[src/rtl/dm_arbiter_pkg.sv]
// rtl/dm_arbiter_pkg.sv - shared owner-state encoding and port constants for dm_arbiter
package dm_arbiter_pkg;

  localparam int ST_W     = 2;
  localparam int DMTYPE_W = 3;
  localparam int PORT_CPU = 0;
  localparam int PORT_DBG = 1;

  typedef enum logic [ST_W-1:0] {
    ST_IDLE = 2'd0,
    ST_OWN0 = 2'd1,
    ST_OWN1 = 2'd2
  } own_state_e;

endpackage

[src/rtl/dm_arbiter_rr_pick.sv]
// rtl/dm_arbiter_rr_pick.sv - combinational grant selection: lock hold first, then round-robin
module rr_pick
  import dm_arbiter_pkg::*;
(
  input  logic [1:0]      req,
  input  logic            last_gnt,
  input  logic [ST_W-1:0] owner,
  input  logic            lock_ok,
  output logic [1:0]      gnt
);

  always_comb begin
    gnt = 2'b00;
    if (lock_ok && owner == ST_OWN0) begin
      gnt = 2'b01;
    end else if (lock_ok && owner == ST_OWN1) begin
      gnt = 2'b10;
    end else begin
      case (req)
        2'b01:   gnt = 2'b01;
        2'b10:   gnt = 2'b10;
        // On a tie the port that did not win last time goes next.
        2'b11:   gnt = last_gnt ? 2'b01 : 2'b10;
        default: gnt = 2'b00;
      endcase
    end
  end

endmodule

[src/rtl/dm_arbiter.sv]
// rtl/dm_arbiter.sv - two-port data-memory arbiter with burst lock and registered read return
module dm_arbiter
  import dm_arbiter_pkg::*;
#(
  parameter int AW        = 32,
  parameter int DW        = 32,
  parameter int MAX_BURST = 8
) (
  input  logic                  clk,
  input  logic                  reset,
  input  logic [1:0]            req,
  input  logic [1:0]            we,
  input  logic [2*AW-1:0]       addr,
  input  logic [2*DW-1:0]       wdata,
  input  logic [2*DMTYPE_W-1:0] dmtype,
  input  logic [1:0]            lock,
  output logic [1:0]            gnt,
  output logic [1:0]            rvalid,
  output logic [DW-1:0]         rdata,
  output logic                  dm_we,
  output logic [AW-1:0]         dm_addr,
  output logic [DW-1:0]         dm_din,
  output logic [DMTYPE_W-1:0]   dm_dmtype,
  input  logic [DW-1:0]         dm_dout
);

  localparam int BCW = $clog2(MAX_BURST) + 1;
  localparam logic [BCW-1:0] BURST_MAX = BCW'(MAX_BURST);

  own_state_e     state_q, state_d;
  logic           last_gnt_q, last_gnt_d;
  logic [BCW-1:0] burst_cnt_q, burst_cnt_d;
  logic [1:0]     rvalid_q, rvalid_d;
  logic [DW-1:0]  rdata_q, rdata_d;

  logic           lock_ok;
  logic           same_owner;
  logic [1:0]     pick_gnt;
  logic [1:0]     rd_fire;

  always_ff @(posedge clk or posedge reset) begin
    if (reset) begin
      state_q     <= ST_IDLE;
      last_gnt_q  <= 1'b1;
      burst_cnt_q <= '0;
      rvalid_q    <= 2'b00;
      rdata_q     <= '0;
    end else begin
      state_q     <= state_d;
      last_gnt_q  <= last_gnt_d;
      burst_cnt_q <= burst_cnt_d;
      rvalid_q    <= rvalid_d;
      rdata_q     <= rdata_d;
    end
  end

  always_comb begin
    state_d = ST_IDLE;
    if (gnt[PORT_CPU]) begin
      state_d = ST_OWN0;
    end else if (gnt[PORT_DBG]) begin
      state_d = ST_OWN1;
    end
  end

  // The owner may keep the port only while it still asks with lock and is not starving the other side.
  always_comb begin
    lock_ok = 1'b0;
    case (state_q)
      ST_OWN0: lock_ok = req[PORT_CPU] & lock[PORT_CPU] &
                         (~req[PORT_DBG] | (burst_cnt_q < BURST_MAX));
      ST_OWN1: lock_ok = req[PORT_DBG] & lock[PORT_DBG] &
                         (~req[PORT_CPU] | (burst_cnt_q < BURST_MAX));
      default: lock_ok = 1'b0;
    endcase
  end

  rr_pick u_rr_pick (
    .req      (req),
    .last_gnt (last_gnt_q),
    .owner    (state_q),
    .lock_ok  (lock_ok),
    .gnt      (pick_gnt)
  );

  assign gnt = reset ? 2'b00 : pick_gnt;

  always_comb begin
    last_gnt_d = last_gnt_q;
    if (gnt[PORT_CPU]) begin
      last_gnt_d = 1'b0;
    end else if (gnt[PORT_DBG]) begin
      last_gnt_d = 1'b1;
    end

    same_owner = (gnt[PORT_CPU] && state_q == ST_OWN0) ||
                 (gnt[PORT_DBG] && state_q == ST_OWN1);
    burst_cnt_d = '0;
    if (|gnt) begin
      if (!same_owner) begin
        burst_cnt_d = BCW'(1);
      end else if (burst_cnt_q == BURST_MAX) begin
        burst_cnt_d = burst_cnt_q;
      end else begin
        burst_cnt_d = burst_cnt_q + BCW'(1);
      end
    end
  end

  always_comb begin
    dm_we     = 1'b0;
    dm_addr   = '0;
    dm_din    = '0;
    dm_dmtype = '0;
    if (gnt[PORT_CPU]) begin
      dm_we     = we[PORT_CPU];
      dm_addr   = addr[PORT_CPU*AW +: AW];
      dm_din    = wdata[PORT_CPU*DW +: DW];
      dm_dmtype = dmtype[PORT_CPU*DMTYPE_W +: DMTYPE_W];
    end else if (gnt[PORT_DBG]) begin
      dm_we     = we[PORT_DBG];
      dm_addr   = addr[PORT_DBG*AW +: AW];
      dm_din    = wdata[PORT_DBG*DW +: DW];
      dm_dmtype = dmtype[PORT_DBG*DMTYPE_W +: DMTYPE_W];
    end
  end

  always_comb begin
    rd_fire  = gnt & ~we;
    rvalid_d = rd_fire;
    rdata_d  = (|rd_fire) ? dm_dout : rdata_q;
  end

  assign rvalid = rvalid_q;
  assign rdata  = rdata_q;

endmodule
[config.mk]
export PLATFORM = sky130hd
export DESIGN_NAME = dm_arbiter
export DESIGN_NICKNAME = d
export VERILOG_FILES = /design/src/rtl/dm_arbiter_pkg.sv /design/src/rtl/dm_arbiter_rr_pick.sv /design/src/rtl/dm_arbiter.sv
export SDC_FILE = /design/constraint.sdc
export NUM_CORES = 1
export LEC_CHECK = 0
export CORE_MARGIN = 8
export CORE_UTILIZATION = 28
export CTS_CLUSTER_SIZE = 8
export DETAILED_ROUTE_END_ITERATION = 10
export GPL_TIMING_DRIVEN = 1
export PLACE_DENSITY = 0.84
export SLEW_MARGIN = 20
export SYNTH_ARGS = -nofsm -noshare
export SYNTH_HDL_FRONTEND = slang
export SYNTH_SLANG_ARGS = --single-unit
[constraint.sdc]
create_clock -name clk -period 3.1 [get_ports clk]
set_input_delay 0.31 -clock clk [delete_from_list [all_inputs] [get_ports clk]]
set_output_delay 0.31 -clock clk [all_outputs]
set_load 0.02 [all_outputs]
==> results.yml <==
status:
  outcome: "complete, no violations"
sta:
  slew_worst_pin_ps: 529.1
  report.final.slew_viol_count: 0
  setup_repair_after_global_routing_missed_its_margin: "false"
  final.setup.tns_ps: 0
  fin_crit_sh_pct: 96.36
  finalCriticalPeriod_ps: 2987
  timing.max_slew.rel_slack_pct: 64.73
  final.hold.worst_slack_ps: 511.0
  worst_clock_skew_ps: 6.255
  report.final.hold_viol_count: 0
  maxClockFrequency_mhz: 334.8
  setup_violations: 0
final_layout:
  area_delta_synth_final_pct: 120.0
  number_of_standard_cells_in_the_layout_taps_in_and_fillers_out: 589
  final_cell_area_mm2: 0.005614
  multi_input_area_mm2: 0.001394
  final_layout_size_suffix_gt1_share_pct: 13.18
  diode_count: 0
  ff_latch_area_mm2: 0.001027
  design.final.nets: 655
  final.fill_count: 718
floorplan:
  die_w_um: 111.5
  initial_cell_density_of_the_core_pct: 28.29
  die-area_mm2: 0.01243
  io-pin-count: 278
  die_h_um: 111.5
  placement_rows: 35
  core_region_area_mm2: 0.009021
worst_setup_path:
  worst_path_max_delay_cell: "sky130_fd_sc_hd__clkdlybuf4s50_1"
  reg2reg_from: "state_q[0]"
  cp_cell_sequence: "ha_1, and3_1, o211ai_2, buf_4, o211a_4, buf_12, clkdlybuf4s50_1"
  worstPathArrival_ps: 2680
  critPathCaptureType: "output port"
  critPathLaunchType: "register"
  critical_path_peak_fanout: 42
  crit_path_start: "state_q[0]"
  timing.setup.critical_path_class: "register to output port"
  cp.required_ps: 2790
  max_stage_delay_ps: 650
clock_network:
  cts_tree: "built"
  htree_levels: 2
  clk_path_buf_depth: 2
  post-cts-setup-buffer-count: 0
  root_buffer: "sky130_fd_sc_hd__clkbuf_8"
  cts_repair_resize_count: 44
  cts_buffers: 5
  cts.sinks: 41
  clk_pin_slew_ps: 80
  worstSkewPairLatency_ps: 290
  cts_hold_buffers: 0
synthesis:
  yosysWarningCount: 0
  syn-num-nets: 380
  syn-mean-instance-area_um2: 12.64
  yosys_register_bits: 41
  post_synth_num_cell_types: 31
  proportion_of_synthesized_chip_area_in_sequential_cells_pct: 40.25
  synth_area_mm2: 0.002552
  synthCells: 202
run:
  drv.max_cap_violation_count: 0
global_route:
  grt_max_degree: 43
  first_global_vias: 3062
  first_pass_grt_wire_length_mm: 19.71
  antenna_found_initial: 3
  global_route_congestion_overflow_total: 0
  globalRouteTotalUtil_pct: 19.93
drt:
  overall_via_count_from_detail_route: 2906
  detail_route.first_pass.iterations: 4
  postRouteAntennaNets: 0
  avgViaCountPerCell: 4.934
  totalWireLength_mm: 13.31
  drc_errors: 0
  initialDrtViolationCount: 193
  avgRoutedWirePerCell_um: 22.60
power_and_ir_drop:
  power-per-cell-area_mw_per_mm2: 418.4
  static-leakage-power_nw: 2.887
  irDropWorstVdd_mv: 0.3816
placed_design:
  dpl.cell_count: 581
  dpl.hpwl_mm: 11.09
  place.gp.congestion: 0.9319
  placement.io_buffers: 277
  place_area_mm2: 0.005482
min_path:
  min-delay-path-class: "register to register"
  holdCritStartpoint: "rdata[30]"
-- path summary, 6_finish.rpt --
kind	depth (start not counted)	slack (ps)	end
hold reg to reg	1	510	rdata[30]
max in group asynchronous	3	2170	rdata[10]
setup / recovery	7	110	gnt[1]
setup reg to reg	10	550	rdata[28]
min in group asynchronous	3	560	state_q[0]
hold / removal	1	510	rdata[30]
-- flip-flops by register name, indices dropped and copies added (netlist names) --
register,count
rdata,32
burst_cnt_q,4
state_q,2
rvalid,2
last_gnt_q,1
-- report_power, final --
part           switching [W]  leakage, nW  internal, W
Clock               0.000185       0.0574     0.000262
Combinational       0.000497         2.33     0.000679
Sequential         0.0000736        0.495     0.000653
-- Yosys cell counts --
master | number | area [um2]
sky130_fd_sc_hd__a21boi_0 | 1 | 7.510
sky130_fd_sc_hd__nor2_1 | 6 | 22.52
sky130_fd_sc_hd__o21ai_0 | 1 | 5.000
sky130_fd_sc_hd__o211ai_2 | 1 | 12.51
sky130_fd_sc_hd__o211a_1 | 1 | 10.01
sky130_fd_sc_hd__buf_6 | 4 | 45.04
sky130_fd_sc_hd__a31oi_1 | 1 | 6.260
sky130_fd_sc_hd__and2_1 | 1 | 6.260
sky130_fd_sc_hd__a21bo_2 | 1 | 10.01
sky130_fd_sc_hd__buf_4 | 1 | 7.510
sky130_fd_sc_hd__and3_1 | 1 | 6.260
sky130_fd_sc_hd__buf_2 | 14 | 70.07
sky130_fd_sc_hd__a22o_1 | 68 | 595.6
sky130_fd_sc_hd__dfrtp_1 | 40 | 1001
sky130_fd_sc_hd__o22a_1 | 1 | 8.760
sky130_fd_sc_hd__nand3_1 | 3 | 15.01
sky130_fd_sc_hd__dfstp_2 | 1 | 26.28
sky130_fd_sc_hd__o211a_4 | 2 | 35.03
sky130_fd_sc_hd__ha_1 | 4 | 50.05
sky130_fd_sc_hd__a21oi_1 | 1 | 5.000
sky130_fd_sc_hd__a22oi_1 | 1 | 7.510
sky130_fd_sc_hd__o32ai_4 | 1 | 27.53
sky130_fd_sc_hd__xnor2_1 | 1 | 8.760
sky130_fd_sc_hd__nand2_1 | 3 | 11.26
sky130_fd_sc_hd__inv_1 | 6 | 22.52
sky130_fd_sc_hd__and3_2 | 1 | 7.510
sky130_fd_sc_hd__xor2_1 | 1 | 8.760
sky130_fd_sc_hd__a21oi_4 | 1 | 16.27
sky130_fd_sc_hd__mux2_2 | 3 | 33.78
sky130_fd_sc_hd__mux2_4 | 30 | 450.4
sky130_fd_sc_hd__o22ai_2 | 1 | 12.51
-- logic make-up (layout without fill, tap and decap cells) --
family / Yosys count / count (layout) / share of synthesized area (%)
compound gates: 82 / 82 / 29.75
mux: 33 / 33 / 18.97
buf+inv: 25 / 301 / 5.686
simple gates: 15 / 15 / 2.696
fa+ha+maj: 4 / 4 / 1.961
flops: 41 / 41 / 40.25
xor+xnor: 2 / 2 / 0.6864
-- area by class of cell --
| cell class | instances | area share, % |
|---|---|---|
| Timing Repair Buffer | 287 | 51.86 |
| Multi-Input combinational cell | 136 | 24.83 |
| Sequential cell | 41 | 18.30 |
| Tap cell | 111 | 2.474 |
| Clock buffer | 6 | 1.471 |
| Clock inverter | 2 | 0.6686 |
| Inverter | 6 | 0.4012 |
-- layout by cell type, fill, tap and decap left out, types with 4 or more instances in the layout --
cell type	n
sky130_fd_sc_hd__nor2_1	6
sky130_fd_sc_hd__ha_1	4
sky130_fd_sc_hd__dlygate4sd2_1	43
sky130_fd_sc_hd__inv_1	5
sky130_fd_sc_hd__dfrtp_1	40
sky130_fd_sc_hd__clkbuf_8	6
sky130_fd_sc_hd__dlymetal6s2s_1	24
sky130_fd_sc_hd__a22o_1	68
sky130_fd_sc_hd__clkdlybuf4s50_1	208
sky130_fd_sc_hd__buf_4	7
sky130_fd_sc_hd__buf_12	5
sky130_fd_sc_hd__mux2_4	30
-- routing by layer --
layer  GRT usage [%]  vias to the layer above  part of all wire (%)
met3           8.011                       15                   9.8
met5               0                        -                  0.28
li1                -                     1334                     -
met2           35.05                      165                    50
met1           22.16                     1386                    39
met4           3.822                        6                  0.85
-- stage by stage --
step	worst slack [ps]	utilization [%]	total power [W]
floorplan	617.9	-	0.001271
global route	5.588	62.23	0.002454
detailed placement	6.909	60.76	0.001950
global placement	123.0	60.76	0.001931
finish	112.9	62.23	0.002349
CTS	3.210	61.57	0.002380
-- worst max-delay path: cells and delay by family, from the launching register on --
family,cells,cell delay [ps]
buffers and inverters,3,1050
AOI/OAI and AO/OA,2,440
DFF,1,390
adders and majority gates,1,240
and+or+nand+nor,1,230
Note: power is estimated with default switching activity, not from simulation.
